--- config.mk ---
export PLATFORM = sky130hd
export DESIGN_NAME = if_prefetch_buf
export DESIGN_NICKNAME = d
export VERILOG_FILES = /design/src/rtl/if_pkg.sv /design/src/rtl/sync_fifo.sv /design/src/rtl/if_prefetch_buf.sv
export SDC_FILE = /design/constraint.sdc
export NUM_CORES = 1
export LEC_CHECK = 0
export BUFFER_PORTS_ARGS = -buffer_cell sky130_fd_sc_hd__buf_2
export CORE_MARGIN = 5
export CORE_UTILIZATION = 40
export DETAILED_ROUTE_END_ITERATION = 8
export PLACE_DENSITY_LB_ADDON = 0.15
export SLEW_MARGIN = 10
export SYNTH_ARGS = -nofsm -noshare
export SYNTH_HDL_FRONTEND = slang
export SYNTH_HIERARCHICAL = 1
export SYNTH_SLANG_ARGS = --single-unit
--- constraint.sdc ---
create_clock -name clk -period 11.4 [get_ports clk]
set_input_delay 1.14 -clock clk [delete_from_list [all_inputs] [get_ports clk]]
set_output_delay 1.14 -clock clk [all_outputs]
set_load 0.005 [all_outputs]
--- src/rtl/if_pkg.sv ---
// rtl/if_pkg.sv - shared types and constants for the instruction prefetch buffer
//
// Purpose: common definitions for if_prefetch_buf and its FIFO.
// Ports:   none (package).
package if_pkg;

  localparam int              XLEN               = 32;
  localparam logic [XLEN-1:0] INST_NOP           = 32'h0000_0013;
  localparam logic [XLEN-1:0] RESET_ADDR_DEFAULT = 32'h0000_0000;

  // One buffered fetch result: where it came from and what was read.
  typedef struct packed {
    logic [XLEN-1:0] addr;
    logic [XLEN-1:0] inst;
  } fetch_entry_t;

  // Clear the byte offset so every fetch address is word aligned.
  function automatic logic [XLEN-1:0] word_align(input logic [XLEN-1:0] a);
    return a & {{(XLEN-2){1'b1}}, 2'b00};
  endfunction

endpackage

--- src/rtl/sync_fifo.sv ---
// rtl/sync_fifo.sv - synchronous FIFO with registered head and occupancy count
//
// Purpose: power-of-two deep first-in first-out store, no read bypass.
// Ports:
//   clk, rst  clock and synchronous active-high reset
//   clr_i     synchronous flush, same effect as rst
//   push_i    write data_i at the tail (accepted if not full, or full with a pop)
//   pop_i     drop the head (ignored while empty)
//   data_o    head entry (undefined while empty)
//   full_o, empty_o, count_o  occupancy status
module sync_fifo #(
  parameter int WIDTH = 64,
  parameter int DEPTH = 4
) (
  input  logic                     clk,
  input  logic                     rst,
  input  logic                     clr_i,
  input  logic                     push_i,
  input  logic [WIDTH-1:0]         data_i,
  input  logic                     pop_i,
  output logic [WIDTH-1:0]         data_o,
  output logic                     full_o,
  output logic                     empty_o,
  output logic [$clog2(DEPTH):0]   count_o
);

  localparam int AW = $clog2(DEPTH);
  localparam int CW = AW + 1;

  logic [WIDTH-1:0] mem_q [DEPTH];
  logic [AW-1:0]    wr_ptr_q, rd_ptr_q;
  logic [CW-1:0]    count_q;
  logic             do_push, do_pop;

  assign full_o  = (count_q == CW'(DEPTH));
  assign empty_o = (count_q == '0);
  assign count_o = count_q;
  assign data_o  = mem_q[rd_ptr_q];

  assign do_pop  = pop_i && !empty_o;
  assign do_push = push_i && (!full_o || do_pop);

  // Pointers wrap naturally because DEPTH is a power of two.
  always_ff @(posedge clk) begin
    if (rst || clr_i) begin
      wr_ptr_q <= '0;
      rd_ptr_q <= '0;
      count_q  <= '0;
    end else begin
      if (do_push) wr_ptr_q <= wr_ptr_q + AW'(1);
      if (do_pop)  rd_ptr_q <= rd_ptr_q + AW'(1);
      if (do_push && !do_pop)      count_q <= count_q + CW'(1);
      else if (do_pop && !do_push) count_q <= count_q - CW'(1);
    end
  end

  always_ff @(posedge clk) begin
    if (do_push && !rst && !clr_i) mem_q[wr_ptr_q] <= data_i;
  end

endmodule

--- src/rtl/if_prefetch_buf.sv ---
// rtl/if_prefetch_buf.sv - instruction prefetch queue between imem and fetch
//
// Purpose: owns the fetch PC, issues in-order word requests to instruction
// memory, buffers up to DEPTH {addr, inst} results and flushes on redirect,
// discarding responses that were already in flight.
// Ports:
//   clk, rst                     clock, synchronous active-high reset
//   redirect_i, redirect_addr_i  flush and restart fetch at a new address
//   mem_req_o, mem_addr_o        request valid and word-aligned address
//   mem_gnt_i                    request accepted this cycle
//   mem_rvalid_i, mem_rdata_i    in-order response valid and data
//   inst_valid_o, inst_o, inst_addr_o  queue head
//   inst_ready_i                 consumer pops the head
module if_prefetch_buf
  import if_pkg::*;
#(
  parameter int          DEPTH      = 4,
  parameter logic [31:0] RESET_ADDR = RESET_ADDR_DEFAULT
) (
  input  logic        clk,
  input  logic        rst,
  input  logic        redirect_i,
  input  logic [31:0] redirect_addr_i,
  output logic        mem_req_o,
  output logic [31:0] mem_addr_o,
  input  logic        mem_gnt_i,
  input  logic        mem_rvalid_i,
  input  logic [31:0] mem_rdata_i,
  output logic        inst_valid_o,
  output logic [31:0] inst_o,
  output logic [31:0] inst_addr_o,
  input  logic        inst_ready_i
);

  localparam int          CW         = $clog2(DEPTH) + 1;
  localparam logic [CW:0] CREDIT_CAP = (CW+1)'(DEPTH);

  logic [XLEN-1:0] fetch_pc_q, fetch_pc_d;
  logic [XLEN-1:0] resp_pc_q, resp_pc_d;
  logic [CW-1:0]   inflight_q, inflight_d;
  logic [CW-1:0]   discard_q, discard_d;

  logic [CW-1:0]   fifo_count;
  logic            fifo_full, fifo_empty;
  fetch_entry_t    push_entry, head_entry;

  logic [CW-1:0]   live;
  logic [CW:0]     occupancy;
  logic            grant, push, pop;

  // Only non-discarded in-flight requests will land in the queue, so they
  // plus what is already buffered must fit in DEPTH.
  assign live      = inflight_q - discard_q;
  assign occupancy = {1'b0, live} + {1'b0, fifo_count};

  assign mem_req_o  = !rst && !redirect_i && (occupancy < CREDIT_CAP);
  assign mem_addr_o = fetch_pc_q;
  assign grant      = mem_req_o && mem_gnt_i;

  // Redirect wins over every queue update: the FIFO clear drops same-cycle
  // pushes and pops.
  assign push       = mem_rvalid_i && (discard_q == '0) && !redirect_i;
  assign pop        = inst_ready_i && !redirect_i;
  assign push_entry = '{addr: resp_pc_q, inst: mem_rdata_i};

  sync_fifo #(
    .WIDTH ($bits(fetch_entry_t)),
    .DEPTH (DEPTH)
  ) u_fifo (
    .clk     (clk),
    .rst     (rst),
    .clr_i   (redirect_i),
    .push_i  (push),
    .data_i  (push_entry),
    .pop_i   (pop),
    .data_o  (head_entry),
    .full_o  (fifo_full),
    .empty_o (fifo_empty),
    .count_o (fifo_count)
  );

  // Head storage is not reset; present zeros whenever nothing is buffered.
  assign inst_valid_o = !fifo_empty;
  assign inst_o       = fifo_empty ? '0 : head_entry.inst;
  assign inst_addr_o  = fifo_empty ? '0 : head_entry.addr;

  always_comb begin
    fetch_pc_d = fetch_pc_q;
    resp_pc_d  = resp_pc_q;
    inflight_d = inflight_q;
    discard_d  = discard_q;
    if (redirect_i) begin
      fetch_pc_d = word_align(redirect_addr_i);
      resp_pc_d  = word_align(redirect_addr_i);
      // A response landing this cycle retires one outstanding request;
      // everything still outstanding belongs to the old stream.
      discard_d  = inflight_q - CW'(mem_rvalid_i);
      inflight_d = inflight_q - CW'(mem_rvalid_i);
    end else begin
      if (grant) fetch_pc_d = fetch_pc_q + 32'd4;
      inflight_d = inflight_q + CW'(grant) - CW'(mem_rvalid_i);
      if (mem_rvalid_i) begin
        if (discard_q != '0) discard_d = discard_q - CW'(1);
        else                 resp_pc_d = resp_pc_q + 32'd4;
      end
    end
  end

  always_ff @(posedge clk) begin
    if (rst) begin
      fetch_pc_q <= RESET_ADDR;
      resp_pc_q  <= RESET_ADDR;
      inflight_q <= '0;
      discard_q  <= '0;
    end else begin
      fetch_pc_q <= fetch_pc_d;
      resp_pc_q  <= resp_pc_d;
      inflight_q <= inflight_d;
      discard_q  <= discard_d;
    end
  end

  // Credit accounting must never let a response arrive with the queue full.
  assert property (@(posedge clk) disable iff (rst || redirect_i)
                   !(push && fifo_full && !inst_ready_i));

endmodule

==> metrics.md, run 1 <==
| Metric | Value |
|---|---|
| Run status | complete, no violations |
| Fmax | 0.232 GHz |
| Final period util | 0.379 |
| Vias in the first global route | 8545 |
| Worst-Margin Slew | 1010 ps |
| Final WS setup | 7080 ps |
| First-pass GRT wire length | 48400 um |
| Post-detailed-route count of antenna-violating nets | 0 |
| CP Data Arrival Time | 4680 ps |
| Area grow syn2layout | 17.0% |
| Hold path start | mem_addr_o[29] |
| Clock power share | 0.419 |
| Critical path class | reg2reg |
| Placement Cell Area | 0.0153 mm^2 |
| Setup TNS | 0 ps |
| Drt first pass iters | 4 |
| # resized after CTS | 0 |
| Commonest non-fill, non-tap cell in the layout | edfxtp_1 |
| Startpoint types | register |
| Area of the core | 0.0346 mm^2 |
| Seq pwr share | 0.510 |
| Max stage delay on crit path | 520 ps |
| Setup-failing EPs final | 0 |
| Chip width | 198 um |
| CP required | 11770 ps |
| Via density | 5.20 |
| Bufs and invs on worst path | 4 |
| Antenna cells | 0 |
| DRC | 0 |
| Most frequent CP cell | ha_1 |
| Finished Cell Area | 0.0165 mm^2 |
| Internal | 2.07 mW |
| Congestion Overflow GR | 0 |
| Reg clk slew, reported paths | 60 ps |
| Power per standard cell area | 162 mW/mm^2 |
| Worst skew pair latency | 510 ps |
| Commonest cells after routing, fill and taps aside | edfxtp_1, buf_2, dfxtp_1 |
| Die Area | 0.0391 mm^2 |
| Period minus WS final | 4320 ps |
| Switch Pwr | 0.592 mW |
| TritonCTS clock tree | built |
| Cells after synthesis | 936 |
| Relative slew slack | 0.328 |
| Power Total | 2.66 mW |
| Leak | 5.69 nW |
| Critical R2R Launch | inflight_q[0] |
| Initial core utilization | 0.407 |
| CTS buffer count | 37 |
| Combinational cell fraction of total power | 0.071 |
| Placer congestion estimate | 0.800 |
| PortBufs | 163 |
| Via count | 8240 |
| Fin. max-slew vios | 0 |
| Hpwl dp | 18700 um |
| H-tree depth | 2 |
| Share of layout cells above drive strength 1 | 0.289 |
| Detailed Route WL | 30600 um |
| DRT iter0 DRCs | 354 |
| # rows | 68 |
| Post-Route Skew | 14.9 ps |
| Fin cells | 1584 |
| Placed insts | 1520 |
| I/O pins | 168 |
| Drt wl/cell | 19.3 um |
| # Post-CTS Setup Buffers | 0 |
| Sw frac | 0.222 |
| Post-CTS Hold Buffers | 0 |
| Gr usage total | 0.156 |
| RSZ-0062 raised after global routing | false |
| Initial antenna violation count | 0 |
| CTS Root Cell | clkbuf_16 |
| Synthesized cell area | 0.0141 mm^2 |
| Max-Cap Viols | 0 |
| Nets@finish | 1193 |
| Die Y | 198 um |
| Family with the most delay on the worst path | adder cells |
| Clk buf depth | 3 |
| Largest net degree at the start of global routing | 67 |
| HP Class | reg2reg |
| CTS sink cnt | 331 |
| Place WS | 7010 ps |
| CP Cell Sequence | inv_1 -> ha_1 -> inv_1 -> fa_1 -> xnor2_1 -> xnor2_1 -> ha_1 -> nor4b_1 -> and3_1 -> inv_2 -> ha_1 -> inv_1 -> ha_1 -> fa_1 -> xor2_1 -> o21ai_0 -> xnor2_1 -> nor2_1 |
| Crit path max fanout | 25 |
| Syn_area_per_cell | 15.0 um^2 |
| Worst vdd ir | 0.000101 V |
| Critical path's slowest cell | and3_1 |
| Final Hold Vio Count | 0 |
| Critical Path Source | inflight_q[0] |
| Synth warn | 6 |
| Setup crit end kind | register |
-- sequential cells by signal (all words and copies together) (netlist names), named ones only --
register         count
u_fifo/wr_ptr_q      2
u_fifo/mem_q       256
inflight_q           3
u_fifo/rd_ptr_q      2
u_fifo/count_o       3
discard_q            3
resp_pc_q           30
mem_addr_o          30
-- through the flow --
stage	utilization	hold slack (ps)
after floorplan	-	458
after global placement	0.443	504
after CTS	0.476	523
final	0.476	517
after global routing	0.476	552
after detailed placement	0.443	510
-- power by group through the flow --
stage / registers (mW) / logic [mW] / clock network (mW)
2_1_floorplan: 1.37 / 0.119 / 0
3_3_place_gp: 1.38 / 0.193 / 0
4_1_cts: 1.36 / 0.196 / 1.15
3_5_place_dp: 1.38 / 0.195 / 0
5_1_grt: 1.36 / 0.216 / 1.21
6_report: 1.36 / 0.190 / 1.11
-- layout make-up --
type / count / area [um^2]
clock buffer: 43 / 948
clock inverter: 21 / 185
fill: 3099 / 18100
inverter: 31 / 116
multi-input combinational: 530 / 4580
sequential: 331 / 9190
tap: 455 / 569
timing repair buffer: 173 / 891
-- routing by layer --
metal  wire [um]  track usage  vias to the layer above
met5           0            0                        -
met4         438       0.0329                        0
met3        1780       0.0333                       36
met2       14300        0.249                      212
met1       14100        0.223                     4087
li1            -            -                     3905
-- final timing paths --
check / end / slack, ps / cells after the start
worst min-delay path: mem_addr_o[29] / 520 / 1
worst max register to register: inflight_q[2] / 7080 / 18
worst max-delay path: inflight_q[2] / 7080 / 18
worst min register to register: mem_addr_o[29] / 520 / 1
(Power assumes the default switching activity.)
==> run 2: changes to the inputs <==
--- a/config.mk
+++ b/config.mk
@@ -5,6 +5,7 @@
 export SDC_FILE = /design/constraint.sdc
 export NUM_CORES = 1
 export LEC_CHECK = 0
+export ABC_AREA = 1
 export BUFFER_PORTS_ARGS = -buffer_cell sky130_fd_sc_hd__buf_2
 export CORE_MARGIN = 5
 export CORE_UTILIZATION = 40
==> constraint.sdc (replaced) <==
create_clock -name clk -period 3.8 [get_ports clk]
set_input_delay 0.38 -clock clk [delete_from_list [all_inputs] [get_ports clk]]
set_output_delay 0.38 -clock clk [all_outputs]
set_load 0.005 [all_outputs]
==> metrics.md, run 2 <==
| Metric | Value |
|---|---|
| Synth warn | 6 (unchanged) |
| Area grow syn2layout | 16.4% |
| Worst-Margin Slew | 780 ps (-229 ps) |
| Internal | 6.43 mW (+210%) |
| Setup crit end kind | register |
| Hold endpoint | u_fifo/mem_q[1][8] |
| Critical path class | reg2reg |
| Period minus WS final | 3430 ps (-884 ps) |
| Sw frac | 0.228 (+0.00577) |
| Relative slew slack | 0.480 (+0.153) |
| Placer congestion estimate | 0.845 (+5.7%) |
| Worst Hold Depth | 1 (unchanged) |
| Run status | complete, no violations |
| Leak | 6.97 nW (+22%) |
| CP required | 4180 ps (-7590 ps) |
| Post-Route Skew | 9.48 ps (-5.41 ps) |
| Initial antenna violation count | 1 (+1) |
| Max stage delay on crit path | 370 ps (-150 ps) |
| TritonCTS clock tree | built |
| Via density | 4.99 (-4.2%) |
| Share of layout cells above drive strength 1 | 0.160 (-0.129) |
| Synthesized cell area | 0.0153 mm^2 (+8.4%) |
| Power per standard cell area | 469 mW/mm^2 (+190%) |
| Finished Cell Area | 0.0178 mm^2 (+7.8%) |
| Startpoint types | register |
| M3 GR Usage | 0.0296 (-0.00363) |
| Most flops, register | u_fifo/mem_q |
| CP Data Arrival Time | 3810 ps (-870 ps) |
| Detailed Route WL | 38300 um (+25%) |
| Seq pwr share | 0.491 (-0.019) |
| Top Usage Layer GRT | met2 |
| # Post-CTS Setup Buffers | 0 (unchanged) |
| Vias in the first global route | 11100 (+30%) |
| HP Class | in2reg |
| Most frequent CP cell | ha_1 |
| # rows | 71 (+4.4%) |
| Hpwl dp | 23700 um (+26%) |
| Congestion Overflow GR | 0 (unchanged) |
| Commonest cells after routing, fill and taps aside | nor2_1, nand2_1, edfxtp_1 |
| DRT iter0 DRCs | 545 (+54%) |
| Max-Cap Viols | 0 (unchanged) |
| Critical path's slowest cell | fa_1 |
| Worst vdd ir | 0.000234 V (+130%) |
| Cells after synthesis | 1593 (+70%) |
| Post-layout util | 0.472 (-0.00410) |
| First-pass GRT wire length | 60700 um (+25%) |
| Fmax | 0.291 GHz (+26%) |
| Placement Cell Area | 0.0165 mm^2 (+7.8%) |
| Die Y | 205 um (+3.9%) |
| RSZ-0062 raised after global routing | false |
| Flop2flop setup slack | 370 ps (-6720 ps) |
| Initial core utilization | 0.405 (-0.00128) |
| Hold path start | mem_rdata_i[8] |
| Reg clk slew, reported paths | 60 ps (about the same) |
| Post-CTS Hold Buffers | 0 (unchanged) |
| Worst skew pair latency | 510 ps (about the same) |
| CTS sink cnt | 331 (unchanged) |
| Die Area | 0.0422 mm^2 (+8.0%) |
| Endpoint of the worst register-to-register path | inflight_q[2] |
| Critical R2R Launch | inflight_q[0] |
| Via count | 11400 (+39%) |
| CTS Root Cell | clkbuf_16 |
| Reg2reg path depth | 18 (unchanged) |
| I/O pins | 168 (unchanged) |
| Area of the core | 0.0377 mm^2 (+8.8%) |
| Drt first pass iters | 5 (+1) |
| Commonest non-fill, non-tap cell in the layout | nor2_1 |
| Nets@finish | 1840 (+54%) |
| Gr usage total | 0.180 (+0.0241) |
| Fin. max-slew vios | 0 (unchanged) |
| Final period util | 0.904 (+0.525) |
| Drt wl/cell | 16.7 um (-13%) |
| CP Cell Sequence | inv_1 -> ha_1 -> inv_1 -> fa_1 -> xnor2_1 -> xor2_1 -> ha_1 -> nor2_1 -> nand2_1 -> nor2_4 -> nand2_4 -> ha_1 -> inv_1 -> ha_1 -> fa_1 -> or2_2 -> nand3_1 -> a21oi_1 |
| Post-detailed-route count of antenna-violating nets | 0 (unchanged) |
| # resized after CTS | 0 (unchanged) |
| Switch Pwr | 1.90 mW (+220%) |
| Combinational cell fraction of total power | 0.076 (+0.005) |
| Clk buf depth | 3 (unchanged) |
| M1 GR Usage | 0.252 (+0.0288) |
| PortBufs | 163 (unchanged) |
| Clock power share | 0.433 (+0.014) |
| Syn_area_per_cell | 9.59 um^2 (-36%) |
| DRC | 0 (unchanged) |
| Setup-failing EPs final | 0 (unchanged) |
| CTS buffer count | 38 (+2.7%) |
| Largest net degree at the start of global routing | 129 (+93%) |
| H-tree depth | 2 (unchanged) |
| GR Layer Usage met2 | 0.297 (+0.0479) |
| Largest register FFs | 256 (unchanged) |
| Chip width | 205 um (+3.9%) |
| Final Hold Vio Count | 0 (unchanged) |
| Crit path max fanout | 2 (-92%) |
[run 2: routing by layer]
metal  wire [um]  vias up
met5           0        -
met4         505        0
met3        2340       38
met2       18000      312
met1       17500     5408
li1            -     5658
[run 2: worst max path at each step]
| stage | slack (ps) | depth (start not counted) | end | from |
|---|---|---|---|---|
| 5_1_grt | 110 | 18 | inflight_q[2] | inflight_q[0] |
| 3_5_place_dp | 340 | 18 | inflight_q[2] | inflight_q[0] |
| 2_1_floorplan | -740 | 9 | u_fifo/mem_q[0][0] | redirect_i |
| 6_report | 370 | 18 | inflight_q[2] | inflight_q[0] |
| 4_1_cts | 340 | 18 | inflight_q[2] | inflight_q[0] |
| 3_3_place_gp | 400 | 18 | inflight_q[2] | inflight_q[0] |
[run 2: per-stage QoR]
step                      worst slack, ps  hold slack [ps]  power (mW)  instances  TNS (ps)
after floorplan                      -738              453        4.53       1602   -188870
after global placement                398              469        4.79       2222         0
after detailed placement              338              472        4.80       2222         0
after CTS                             335             56.9        8.43       2289         0
after global routing                  115             63.3        8.69       2290         0
final                                 366             75.4        8.33       2290         0
[run 2: power groups by stage]
| stage | Clock, mW | Sequential, mW | Combinational (mW) |
|---|---|---|---|
| floorplan | 0 | 4.13 | 0.405 |
| global route | 3.87 | 4.10 | 0.725 |
| CTS | 3.70 | 4.09 | 0.640 |
| detailed placement | 0 | 4.16 | 0.638 |
| finish | 3.61 | 4.09 | 0.631 |
| global placement | 0 | 4.16 | 0.628 |
[run 2: cell type report]
cell class / instances / area [um^2]
sequential: 331 / 9190
tap: 511 / 639
inverter: 191 / 719
fill: 3630 / 19900
timing repair buffer: 180 / 1020
clock inverter: 18 / 210
multi-input combinational: 1009 / 4970
antenna: 1 / 2.50
clock buffer: 49 / 1010
[run 2: worst max-delay path, delay by kind of cell (launching register included)]
| family | cells | cell delay, ps |
|---|---|---|
| adders and majority gates | 6 | 1580 |
| and+or+nand+nor | 6 | 800 |
| xor gates and xnor gates | 2 | 380 |
| DFF | 1 | 310 |
| buffers and inverters | 3 | 170 |
| AOI/OAI and AO/OA | 1 | 60 |
